==> src/rtl/decode_queue.sv <==
// Instruction FIFO feeding a registered decode stage with a valid/ready output and a halt latch.
// Optional macro DECODE_ILLEGAL_TRAP_EN: opcodes 13/14 raise out_illegal and latch halt.
module decode_queue #(
    parameter int DEPTH = 4,
    parameter int IDX_W = 4,
    parameter int TAG_W = IDX_W + 1
) (
    input  logic                     clk,
    input  logic                     rst_n,
    input  logic                     flush,
    input  logic                     in_valid,
    output logic                     in_ready,
    input  logic [3*IDX_W+3:0]       in_instr,
    output logic                     out_valid,
    input  logic                     out_ready,
    output logic [2*TAG_W-1:0]       out_readregs,
    output logic [TAG_W-1:0]         out_writereg,
    output logic [7:0]               out_flags,
    output logic [3:0]               out_fuid,
    output logic                     out_halt,
    output logic                     out_illegal,
    output logic                     halted,
    output logic [$clog2(DEPTH):0]   count
);
    localparam int INSTR_W = 3*IDX_W + 4;
    localparam int PTR_W   = $clog2(DEPTH);
    localparam int CNT_W   = $clog2(DEPTH) + 1;

    logic [INSTR_W-1:0] mem [DEPTH];
    logic [PTR_W-1:0]   wr_ptr_reg, rd_ptr_reg;
    logic [CNT_W-1:0]   count_reg;
    logic               out_valid_reg, halted_reg;
    logic [2*TAG_W-1:0] readregs_reg;
    logic [TAG_W-1:0]   writereg_reg;
    logic [7:0]         flags_reg;
    logic [3:0]         fuid_reg;
    logic               push, load;

    logic [INSTR_W-1:0] head;
    logic [3:0]         op;
    logic [IDX_W-1:0]   fa, fb, fc;
    logic [TAG_W-1:0]   tag_a, tag_b, tag_c;
    logic               wa, wc, ra, rb;
    logic [7:0]         dec_flags;
    logic [3:0]         dec_fuid;
    logic [TAG_W-1:0]   dec_writereg;
    logic [2*TAG_W-1:0] dec_readregs;
    logic               dec_latch;

    assign in_ready = (count_reg < CNT_W'(DEPTH)) && !halted_reg && !flush;
    assign push     = in_valid && in_ready;
    // Once halted, the head stays parked in the FIFO until flush.
    assign load     = (count_reg != '0) && !halted_reg && (!out_valid_reg || out_ready) && !flush;

    assign head  = mem[rd_ptr_reg];
    assign op    = head[3:0];
    assign fa    = head[INSTR_W-1 -: IDX_W];
    assign fb    = head[INSTR_W-1-IDX_W -: IDX_W];
    assign fc    = head[4 +: IDX_W];
    assign tag_a = TAG_W'({fa, 1'b1});
    assign tag_b = TAG_W'({fb, 1'b1});
    assign tag_c = TAG_W'({fc, 1'b1});

`ifdef DECODE_ILLEGAL_TRAP_EN
    logic dec_illegal;
    logic illegal_reg;
`endif

    always_comb begin
        wa = 1'b0; wc = 1'b0; ra = 1'b0; rb = 1'b0;
        dec_flags = 8'h00;
        dec_fuid  = 4'd0;
`ifdef DECODE_ILLEGAL_TRAP_EN
        dec_illegal = 1'b0;
`endif
        case (op)
            4'd1:  begin wa = 1'b1; ra = 1'b1; rb = 1'b1; end
            4'd2:  begin wa = 1'b1; dec_flags = 8'h0E; end
            4'd3:  begin wa = 1'b1; dec_flags = 8'h06; end
            4'd4:  begin wc = 1'b1; ra = 1'b1; dec_fuid = 4'd1; end
            4'd5:  begin wc = 1'b1; ra = 1'b1; dec_fuid = 4'd5; end
            4'd6:  begin wc = 1'b1; ra = 1'b1; rb = 1'b1; dec_fuid = 4'd2; end
            4'd7:  begin wc = 1'b1; ra = 1'b1; dec_fuid = 4'd3; end
            4'd8:  begin wc = 1'b1; ra = 1'b1; dec_flags = 8'h02; dec_fuid = 4'd6; end
            4'd9:  begin ra = 1'b1; rb = 1'b1; dec_fuid = 4'd6; end
            4'd10: begin dec_flags = 8'h83; dec_fuid = 4'd1; end
            4'd11: begin wa = 1'b1; dec_flags = 8'h02; dec_fuid = 4'd1; end
            4'd12: begin ra = 1'b1; rb = 1'b1; dec_flags = 8'h01; dec_fuid = 4'd4; end
            4'd13, 4'd14: begin
`ifdef DECODE_ILLEGAL_TRAP_EN
                dec_illegal = 1'b1;
`else
                dec_flags = 8'h80;
`endif
                dec_fuid = 4'd1;
            end
            4'd15: begin dec_flags = 8'h10; dec_fuid = 4'd1; end
            default: ;
        endcase
    end

    assign dec_writereg = wa ? tag_a : (wc ? tag_c : '0);
    assign dec_readregs = {(rb ? tag_b : TAG_W'(0)), (ra ? tag_a : TAG_W'(0))};
`ifdef DECODE_ILLEGAL_TRAP_EN
    assign dec_latch = dec_flags[4] || dec_illegal;
`else
    assign dec_latch = dec_flags[4];
`endif

    // Storage carries no reset so it can map onto plain RAM.
    always_ff @(posedge clk) begin
        if (push)
            mem[wr_ptr_reg] <= in_instr;
    end

    always_ff @(posedge clk or negedge rst_n) begin
        if (!rst_n) begin
            wr_ptr_reg    <= '0;
            rd_ptr_reg    <= '0;
            count_reg     <= '0;
            out_valid_reg <= 1'b0;
            halted_reg    <= 1'b0;
            readregs_reg  <= '0;
            writereg_reg  <= '0;
            flags_reg     <= '0;
            fuid_reg      <= '0;
        end else if (flush) begin
            wr_ptr_reg    <= '0;
            rd_ptr_reg    <= '0;
            count_reg     <= '0;
            out_valid_reg <= 1'b0;
            halted_reg    <= 1'b0;
            readregs_reg  <= '0;
            writereg_reg  <= '0;
            flags_reg     <= '0;
            fuid_reg      <= '0;
        end else begin
            if (push)
                wr_ptr_reg <= wr_ptr_reg + PTR_W'(1);
            if (load)
                rd_ptr_reg <= rd_ptr_reg + PTR_W'(1);
            if (push && !load)
                count_reg <= count_reg + CNT_W'(1);
            else if (!push && load)
                count_reg <= count_reg - CNT_W'(1);
            if (load) begin
                out_valid_reg <= 1'b1;
                readregs_reg  <= dec_readregs;
                writereg_reg  <= dec_writereg;
                flags_reg     <= dec_flags;
                fuid_reg      <= dec_fuid;
                if (dec_latch)
                    halted_reg <= 1'b1;
            end else if (out_ready) begin
                out_valid_reg <= 1'b0;
            end
        end
    end

`ifdef DECODE_ILLEGAL_TRAP_EN
    always_ff @(posedge clk or negedge rst_n) begin
        if (!rst_n)
            illegal_reg <= 1'b0;
        else if (flush)
            illegal_reg <= 1'b0;
        else if (load)
            illegal_reg <= dec_illegal;
    end
    assign out_illegal = illegal_reg;
`else
    assign out_illegal = 1'b0;
`endif

    assign out_valid    = out_valid_reg;
    assign out_readregs = readregs_reg;
    assign out_writereg = writereg_reg;
    assign out_flags    = flags_reg;
    assign out_fuid     = fuid_reg;
    assign out_halt     = flags_reg[4];
    assign halted       = halted_reg;
    assign count        = count_reg;
endmodule

==> config.mk <==
export PLATFORM = sky130hd
export DESIGN_NAME = decode_queue
export DESIGN_NICKNAME = d
export VERILOG_FILES = /design/src/rtl/decode_queue.sv
export SDC_FILE = /design/constraint.sdc
export NUM_CORES = 1
export LEC_CHECK = 0
export CAP_MARGIN = 20
export CORE_UTILIZATION = 54
export DETAILED_ROUTE_END_ITERATION = 8
export PLACE_DENSITY = 0.79
export SYNTH_ARGS = -nofsm -noshare
export SYNTH_HDL_FRONTEND = slang
export SYNTH_SLANG_ARGS = --single-unit
==> constraint.sdc <==
create_clock -name clk -period 2.6 [get_ports clk]
set_input_delay 0.52 -clock clk [delete_from_list [all_inputs] [get_ports clk]]
set_output_delay 0.52 -clock clk [all_outputs]
set_load 0.005 [all_outputs]
==> results of run 1 <==
==> worst min path at each step <==
stage	start	endpoint	slack, ps
2_1_floorplan	rst_n	count[0]	220
3_3_place_gp	out_writereg[0]	out_writereg[0]	460
3_5_place_dp	out_writereg[4]	out_writereg[4]	470
4_1_cts	out_writereg[4]	out_writereg[4]	490
5_1_grt	out_flags[7]	out_flags[7]	520
6_report	out_flags[7]	out_flags[7]	490
==> cells in the final DEF (no fill, tap or decap), types with 5 or more instances in the layout <==
cell                              synthesis  layout
sky130_fd_sc_hd__clkbuf_8                 0       9
sky130_fd_sc_hd__a21oi_1                  7       7
sky130_fd_sc_hd__inv_1                    9       9
sky130_fd_sc_hd__clkdlybuf4s50_1          0      51
sky130_fd_sc_hd__edfxtp_1                64      64
sky130_fd_sc_hd__buf_4                    5      11
sky130_fd_sc_hd__o21ai_0                  8       8
sky130_fd_sc_hd__o21ai_1                  5       5
sky130_fd_sc_hd__nor2_1                  18      18
sky130_fd_sc_hd__xnor2_1                  5       5
sky130_fd_sc_hd__and3_1                   5       5
sky130_fd_sc_hd__mux4_2                  16      16
sky130_fd_sc_hd__dfrtp_1                 33      33
sky130_fd_sc_hd__nand2_1                 26      26
==> cells by family after synthesis <==
family / Yosys count / synth area share
fa+ha+maj: 5 / 0.01742
other cells: 1 / 0.0009325
buf+inv: 26 / 0.03485
xor+xnor: 8 / 0.01742
simple gates: 69 / 0.08089
compound gates: 38 / 0.06565
mux: 20 / 0.09957
flops: 97 / 0.6833
==> worst max-delay path, cell delays in order <==
cell and delay, ps:
sky130_fd_sc_hd__clkdlybuf4s50_1 420, sky130_fd_sc_hd__nor3_1 320, sky130_fd_sc_hd__clkdlybuf4s50_1 570
==> final cells by class <==
type / instances / area, sq um
Clock buffer: 9 / 123.9
Timing Repair Buffer: 62 / 593.1
Clock inverter: 7 / 106.4
Fill cell: 539 / 2341
Tap cell: 99 / 123.9
Multi-Input combinational cell: 144 / 1145
Sequential cell: 97 / 2748
Inverter: 9 / 33.78
==> power breakdown <==
| part | switching [mW] | internal [mW] |
|---|---|---|
| Clock | 0.541 | 0.561 |
| Sequential | 0.142 | 1.87 |
| Combinational | 0.821 | 0.828 |
==> stage by stage <==
step / setup WS, ps / util / instances / total power [mW] / hold WS (ps)
after CTS: 268.6 / 0.6755 / 427 / 4.808 / 489.8
after global routing: 190.6 / 0.6755 / 427 / 5.040 / 523.8
after detailed placement: 83.98 / 0.6436 / 411 / 3.703 / 467.1
after floorplan: 387.3 / - / 267 / 3.098 / 224.4
final: 253.9 / 0.6755 / 427 / 4.765 / 488.7
after global placement: 242.7 / 0.6436 / 411 / 3.646 / 462.8
==> metal layers <==
| metal | track usage | wire (microns) | vias up |
|---|---|---|---|
| met5 | 0 | 0 | - |
| met1 | 0.2815 | 3196 | 1162 |
| met3 | 0.04851 | 276 | 2 |
| met2 | 0.3147 | 3661 | 62 |
| met4 | 0.06598 | 35 | 0 |
| li1 | - | - | 1088 |
==> results.toml, run 1 <==
[layout]
drive_above_1_share = 0.1524
largest_register_ffs = 64
n_antenna_cell = 0
final_net_count = 349
regMostFlops = "mem"
area_delta_synth_final_pct = 21.19
postLayoutCellArea_sq_mm = 0.004873

[synth]
synth_top_area_cell = "sky130_fd_sc_hd__edfxtp_1"
synth-main-ff-cell = "sky130_fd_sc_hd__edfxtp_1"
ys.warnings.count = 0
synthesis.area_sq_mm = 0.004021
yosys-top-cells-count = "sky130_fd_sc_hd__edfxtp_1 (64), sky130_fd_sc_hd__dfrtp_1 (33), sky130_fd_sc_hd__nand2_1 (26)"
synth_cell_types = 43
yosys.cell_count.top_type = "sky130_fd_sc_hd__edfxtp_1"
yosysTopAreaCellShare = 0.4779
synth.top_cells.by_area = "sky130_fd_sc_hd__edfxtp_1 (48%), sky130_fd_sc_hd__dfrtp_1 (21%), sky130_fd_sc_hd__mux4_2 (9.0%)"
synth_edf_count = 64
async_reset_ff_frac = 0.3402
synth_seq_cells = 97
synth_cells = 264
syn_avg_cell_area_sq_um = 15.23
synth.yosys.seq_area_share = 0.6833

[clock_tree]
cts_repair_resize_count = 0
tritoncts = "built"
cts.path.max_buffers = 2
clock_tree.root_cell = "sky130_fd_sc_hd__clkbuf_8"
clk_pin_slew_ps = 100
cts_hold_buffers = 0
htreeDepth = 3
clock_sink_count = 97
clk_latency_ps = 350
cts_buf_count = 9
post_cts_buffers = 0

[route]
detailedRoute.firstIterationViolations = 174
remaining_number_of_nets_flagged_by_the_antenna_check_after_routing = 0
drt-wirelength-per-cell_microns = 16.79
drc = 0
drt-total-wl_mm = 7.169
route.detailed.vias_per_inst = 5.419
detailroute.via_count = 2314
tritonroute_pass_1_iters = 4

[setup_path]
rr_startpoint = "rd_ptr_reg[0]"
worstSetupStartpointType = "input port"
critPathRequiredTime_ps = 2080
cp-startpoint = "flush"
worst-path-max-fanout = 3
worst-r2r-cell-count = 5
worst-setup-path-type = "in2out"
worstPathArrival_ps = 1830
regToRegSetupSlack_ps = 370
endpoint_class_of_the_critical_path = "output pin"
r2r-end = "out_writereg[1]"
timing.critical_path.to = "in_ready"

[sta]
grt_setup_unrepaired = "no"
finalSetupTns_ps = 0
post-route-period-util = 0.9023
worst_slew_margin_rel = 0.5421
timing.fmax_ghz = 0.4262
timing_max_transition_violations_final = 0
finalCriticalPeriod_ps = 2346
final_hold_viol_count = 0
worst-slew-pin-transition_ps = 686.1
worst_skew_ps = 11.10
setup-violations-final = 0

[global_routing]
grt_max_degree = 34
grt_antenna_before_repair = 0
first_global_vias = 2161
grt_use_total = 0.2010
global_route_wire_length_before_repair_mm = 11.32
globalRoute.totalOverflow = 0

[pwr]
powerDensity_mw_per_mm2 = 977.7
vdd_drop_max_mv = 0.4158
p_leak_nw = 1.826

[placed_design]
placedInstanceArea_sq_mm = 0.004643
port-buffer-count = 51
finalWeightedCongestion = 0.7682
place.detailed.hpwl_mm = 4.830

[flow_run]
max_cap_violations = 0

[floorplan]
chipWidth_microns = 88.30
ioPinCount = 56
die_area_sq_mm = 0.007796
initial_core_util = 0.5574
die_y_microns = 88.30
core_sq_mm = 0.007214
rows = 31

[worst_hold_path]
hp-class = "reg2reg"
timing.hold.worst_path_depth = 2

[status]
result_of_the_run = "completed"
Power figures use the tool's default switching activity.
==> inputs of run 2 (changes only) <==
Settings changed: PLACE_DENSITY 0.79 to not set, PLACE_DENSITY_LB_ADDON set to 0.08.
==> results.toml, run 2 (synthesis results as in run 1) <==
[sta]
timing_max_transition_violations_final = 0
finalCriticalPeriod_ps = 2357
final_hold_viol_count = 0
worst_skew_ps = 12.14
finalSetupTns_ps = 0
post-route-period-util = 0.9066
grt_setup_unrepaired = "no"
timing.fmax_ghz = 0.4242
setup-violations-final = 0

[setup_path]
worstPathArrival_ps = 1840
critPathRequiredTime_ps = 2080
r2r-end = "out_writereg[4]"
worst-path-max-fanout = 3
regToRegSetupSlack_ps = 390
worstSetupStartpointType = "input port"
worst-setup-path-type = "in2out"
rr_startpoint = "rd_ptr_reg[0]"
worst-r2r-cell-count = 5
endpoint_class_of_the_critical_path = "output pin"

[floorplan]
die_y_microns = 88.30
initial_core_util = 0.5574
core_sq_mm = 0.007214
ioPinCount = 56
die_area_sq_mm = 0.007796
chipWidth_microns = 88.30
rows = 31

[route]
remaining_number_of_nets_flagged_by_the_antenna_check_after_routing = 0
drt-wirelength-per-cell_microns = 17.27
drt-total-wl_mm = 7.444
drc = 0
detailedRoute.firstIterationViolations = 139
tritonroute_pass_1_iters = 6
detailroute.via_count = 2314
route.detailed.vias_per_inst = 5.369

[worst_hold_path]
hold_path_end = "out_readregs[5]"
timing.hold.worst_path_depth = 2
hp-class = "reg2reg"
hp-start = "out_readregs[5]"

[placed_design]
place.detailed.hpwl_mm = 5.022
port-buffer-count = 51
finalWeightedCongestion = 0.7298

[layout]
largest_register_ffs = 64
layout.core_utilization = 0.6733
layout_commonest_cell = "sky130_fd_sc_hd__edfxtp_1"
area_delta_synth_final_pct = 20.78
drive_above_1_share = 0.1596
n_antenna_cell = 0
commonest_non_fill_non_tap_cells_in_the_layout = "sky130_fd_sc_hd__edfxtp_1 (64), sky130_fd_sc_hd__clkdlybuf4s50_1 (51), sky130_fd_sc_hd__dfrtp_1 (33)"
regMostFlops = "mem"
final_net_count = 353

[pwr]
p_leak_nw = 1.821
powerDensity_mw_per_mm2 = 946.0
vdd_drop_max_mv = 0.5353

[global_routing]
globalRoute.totalOverflow = 0
global_route_wire_length_before_repair_mm = 12.16
grt_use_total = 0.2213
grt_antenna_before_repair = 0
grt_max_degree = 34
first_global_vias = 2288

[clock_tree]
cts.path.max_buffers = 2
cts_hold_buffers = 0
clock_sink_count = 97
cts_buf_count = 9
post_cts_buffers = 0
clock_tree.root_cell = "sky130_fd_sc_hd__clkbuf_8"
tritoncts = "built"
clk_latency_ps = 360
htreeDepth = 3
cts_repair_resize_count = 0
clk_pin_slew_ps = 100

[status]
result_of_the_run = "completed"

[flow_run]
max_cap_violations = 0
==> run 2: cell count changes in the layout (fill, tap and decap cells not counted) <==
cell,previous run,this run
sky130_fd_sc_hd__inv_6,3,2
sky130_fd_sc_hd__clkbuf_1,0,1
sky130_fd_sc_hd__clkinvlp_4,0,1
sky130_fd_sc_hd__bufinv_16,2,0
sky130_fd_sc_hd__buf_4,11,15
sky130_fd_sc_hd__inv_8,1,2
==> run 2: worst max-delay path: stages <==
cell and delay, ps:
sky130_fd_sc_hd__clkdlybuf4s50_1 430, sky130_fd_sc_hd__nor3_1 320, sky130_fd_sc_hd__clkdlybuf4s50_1 570
==> run 2: worst max-delay path by stage <==
stage,start,endpoint,slack (ps),cells past startpoint
2_1_floorplan,flush,count[2],390,8
3_3_place_gp,flush,count[2],220,8
3_5_place_dp,flush,count[2],120,8
4_1_cts,flush,in_ready,240,3
5_1_grt,rd_ptr_reg[0],out_writereg[1],190,5
6_report,flush,in_ready,240,3
==> run 2: routing by layer <==
metal | track usage | routed length [microns] | vias up
met3 | 0.03451 | 240 | 10
li1 | - | - | 1091
met2 | 0.3622 | 3755 | 59
met5 | 0 | 0 | -
met4 | 0.09238 | 142 | 0
met1 | 0.3003 | 3305 | 1154
==> run 2: final cells by class <==
class,count,area (sq um)
Tap cell,99,123.9
Clock inverter,6,56.30
Fill cell,544,2357
Timing Repair Buffer,66,623.1
Inverter,9,33.78
Multi-Input combinational cell,144,1145
Clock buffer,10,127.6
Sequential cell,97,2748
==> run 2: metrics by stage <==
stage / worst slack, ps / total power [mW] / cells / hold slack (ps) / cell area, sq um
after CTS: 244.2 / 4.640 / 431 / 490.4 / 4857
after floorplan: 387.3 / 3.098 / 267 / 224.4 / 4033
after global placement: 218.9 / 3.679 / 415 / 458.0 / 4673
after detailed placement: 120.5 / 3.723 / 415 / 466.7 / 4673
final: 242.7 / 4.595 / 431 / 485.0 / 4857
after global routing: 193.0 / 4.895 / 431 / 517.8 / 4857
==> run 2: report_power, final <==
part           internal [mW]  total [mW]  switching [mW]  leakage (nW)
Sequential              1.87        2.02           0.149          1.03
Clock                  0.370       0.917           0.547        0.0913
Combinational          0.839        1.66           0.817         0.704
==> inputs of run 3 (changes only) <==
Settings changed: PLACE_DENSITY set to 0.84, PLACE_DENSITY_LB_ADDON 0.08 to not set.
==> results.toml, run 3 (synthesis results as in run 1) <==
[status]
result_of_the_run = "completed"

[layout]
area_delta_synth_final_pct = 21.22
layout_commonest_cell = "sky130_fd_sc_hd__edfxtp_1"
drive_above_1_share = 0.1550
regMostFlops = "mem"
largest_register_ffs = 64
n_fill_cell = 521
final_net_count = 351
commonest_non_fill_non_tap_cells_in_the_layout = "sky130_fd_sc_hd__edfxtp_1 (64), sky130_fd_sc_hd__clkdlybuf4s50_1 (51), sky130_fd_sc_hd__dfrtp_1 (33)"
n_antenna_cell = 0

[sta]
post-route-period-util = 0.9138
post_route_worst_hold_slack_ps = 488.4
setup-violations-final = 0
postLayoutSetupSlackWorst_ps = 224.2
worst_skew_ps = 8.990
timing_max_transition_violations_final = 0
finalSetupTns_ps = 0
finalCriticalPeriod_ps = 2376
grt_setup_unrepaired = "no"
worst_slew_margin_rel = 0.6654
worst-slew-pin-transition_ps = 501.9
timing.fmax_ghz = 0.4209
final_hold_viol_count = 0

[pwr]
vdd_drop_max_mv = 0.4544
powerDensity_mw_per_mm2 = 971.0
report.power.total_mw = 4.733
p_leak_nw = 1.826

[setup_path]
worst-path-max-fanout = 6
rr_startpoint = "rd_ptr_reg[0]"
critical_path.top_delay_family = "buffers and inverters"
worstSetupStartpointType = "input port"
worst-path-buf-inv = 3
cp_common_cell = "sky130_fd_sc_hd__clkdlybuf4s50_1"
cp-startpoint = "flush"
crit_path_cell_trace = "clkdlybuf4s50_1 -> nor3_1 -> buf_4 -> clkdlybuf4s50_1"
critPathRequiredTime_ps = 2080
worstPathArrival_ps = 1860
endpoint_class_of_the_critical_path = "output pin"
max_stage_delay_ps = 490
worst-setup-path-type = "in2out"
worst_path_max_delay_cell = "sky130_fd_sc_hd__clkdlybuf4s50_1"
regToRegSetupSlack_ps = 320

[clock_tree]
cts_repair_resize_count = 0
clk_pin_slew_ps = 90
clock_tree.root_cell = "sky130_fd_sc_hd__clkbuf_8"
clock_sink_count = 97
tritoncts = "built"
htreeDepth = 3
cts.path.max_buffers = 2
post_cts_buffers = 0
clk_latency_ps = 350
cts_buf_count = 9
cts_hold_buffers = 0

[global_routing]
grt_use_total = 0.2026
grt_max_degree = 34
globalRoute.totalOverflow = 0
first_global_vias = 2256
global_route_wire_length_before_repair_mm = 11.27
grt_antenna_before_repair = 0

[placed_design]
finalWeightedCongestion = 0.7984
port-buffer-count = 51
place_ws_ps = 184.4
place.detailed.hpwl_mm = 4.926

[route]
route.detailed.vias_per_inst = 5.446
detail_route.wirelength.met1_mm = 2.888
detailedRoute.firstIterationViolations = 134
tritonroute_pass_1_iters = 4
drt-wirelength-per-cell_microns = 16.54
detailroute.via_count = 2331
remaining_number_of_nets_flagged_by_the_antenna_check_after_routing = 0
drt-total-wl_mm = 7.077
drc = 0
met3_length_microns = 385
wl_met2_mm = 3.668
highest-signal-layer = "met4"

[floorplan]
ioPinCount = 56
rows = 31
chipWidth_microns = 88.30
initial_core_util = 0.5574
die_y_microns = 88.30
die_area_sq_mm = 0.007796
core_sq_mm = 0.007214

[worst_hold_path]
hp-start = "out_flags[0]"
hp-class = "reg2reg"

[flow_run]
max_cap_violations = 0
run 3: cell count changes in the layout (fill, tap and decap cells not counted):
cell / before / now
sky130_fd_sc_hd__buf_4: 15 / 13
sky130_fd_sc_hd__bufinv_16: 0 / 2
sky130_fd_sc_hd__inv_6: 2 / 0
sky130_fd_sc_hd__clkbuf_1: 1 / 0
sky130_fd_sc_hd__clkinv_2: 0 / 1
sky130_fd_sc_hd__inv_8: 2 / 1
run 3: through the flow:
stage                     instances  utilization  area (sq um)
after floorplan                 267            -          4033
after global placement          413       0.6457          4658
after detailed placement        413       0.6457          4658
after CTS                       428       0.6757          4875
after global routing            428       0.6757          4875
final                           428       0.6757          4875
run 3: path summary, 6_finish.rpt:
check	to	cells after the start
worst min-delay path	out_flags[0]	2
worst min register to register	out_flags[0]	2
worst max-delay path	in_ready	4
worst max register to register	out_writereg[1]	5
max in group asynchronous	out_readregs[7]	2
min in group asynchronous	out_flags[4]	2
run 3: area by class of cell:
class / instances / area, sq um / share of cell area
Clock inverter: 6 / 92.59 / 0.01899
Tap cell: 99 / 123.9 / 0.02541
Timing Repair Buffer: 64 / 608.1 / 0.1247
Clock buffer: 9 / 123.9 / 0.02541
Inverter: 9 / 33.78 / 0.006930
Multi-Input combinational cell: 144 / 1145 / 0.2349
Sequential cell: 97 / 2748 / 0.5637
run 3: report_power, final:
| group | internal (mW) | total, mW | switching, mW |
|---|---|---|---|
| Sequential | 1.87 | 2.03 | 0.154 |
| Clock | 0.543 | 1.05 | 0.505 |
| Combinational | 0.846 | 1.66 | 0.813 |
| Total | 3.26 | 4.73 | 1.47 |
run 3: per-layer routing:
metal	GRT usage	vias to the layer above
met2	0.3245	70
met3	0.04757	15
li1	-	1084
met4	0.08944	0
met1	0.2683	1162
met5	0	-
run 3: worst min-delay path: cells and delay by family, from the launching register on:
family          cells  cell delay (ps)
simple gates        1               50
flops               1              350
compound gates      1               50
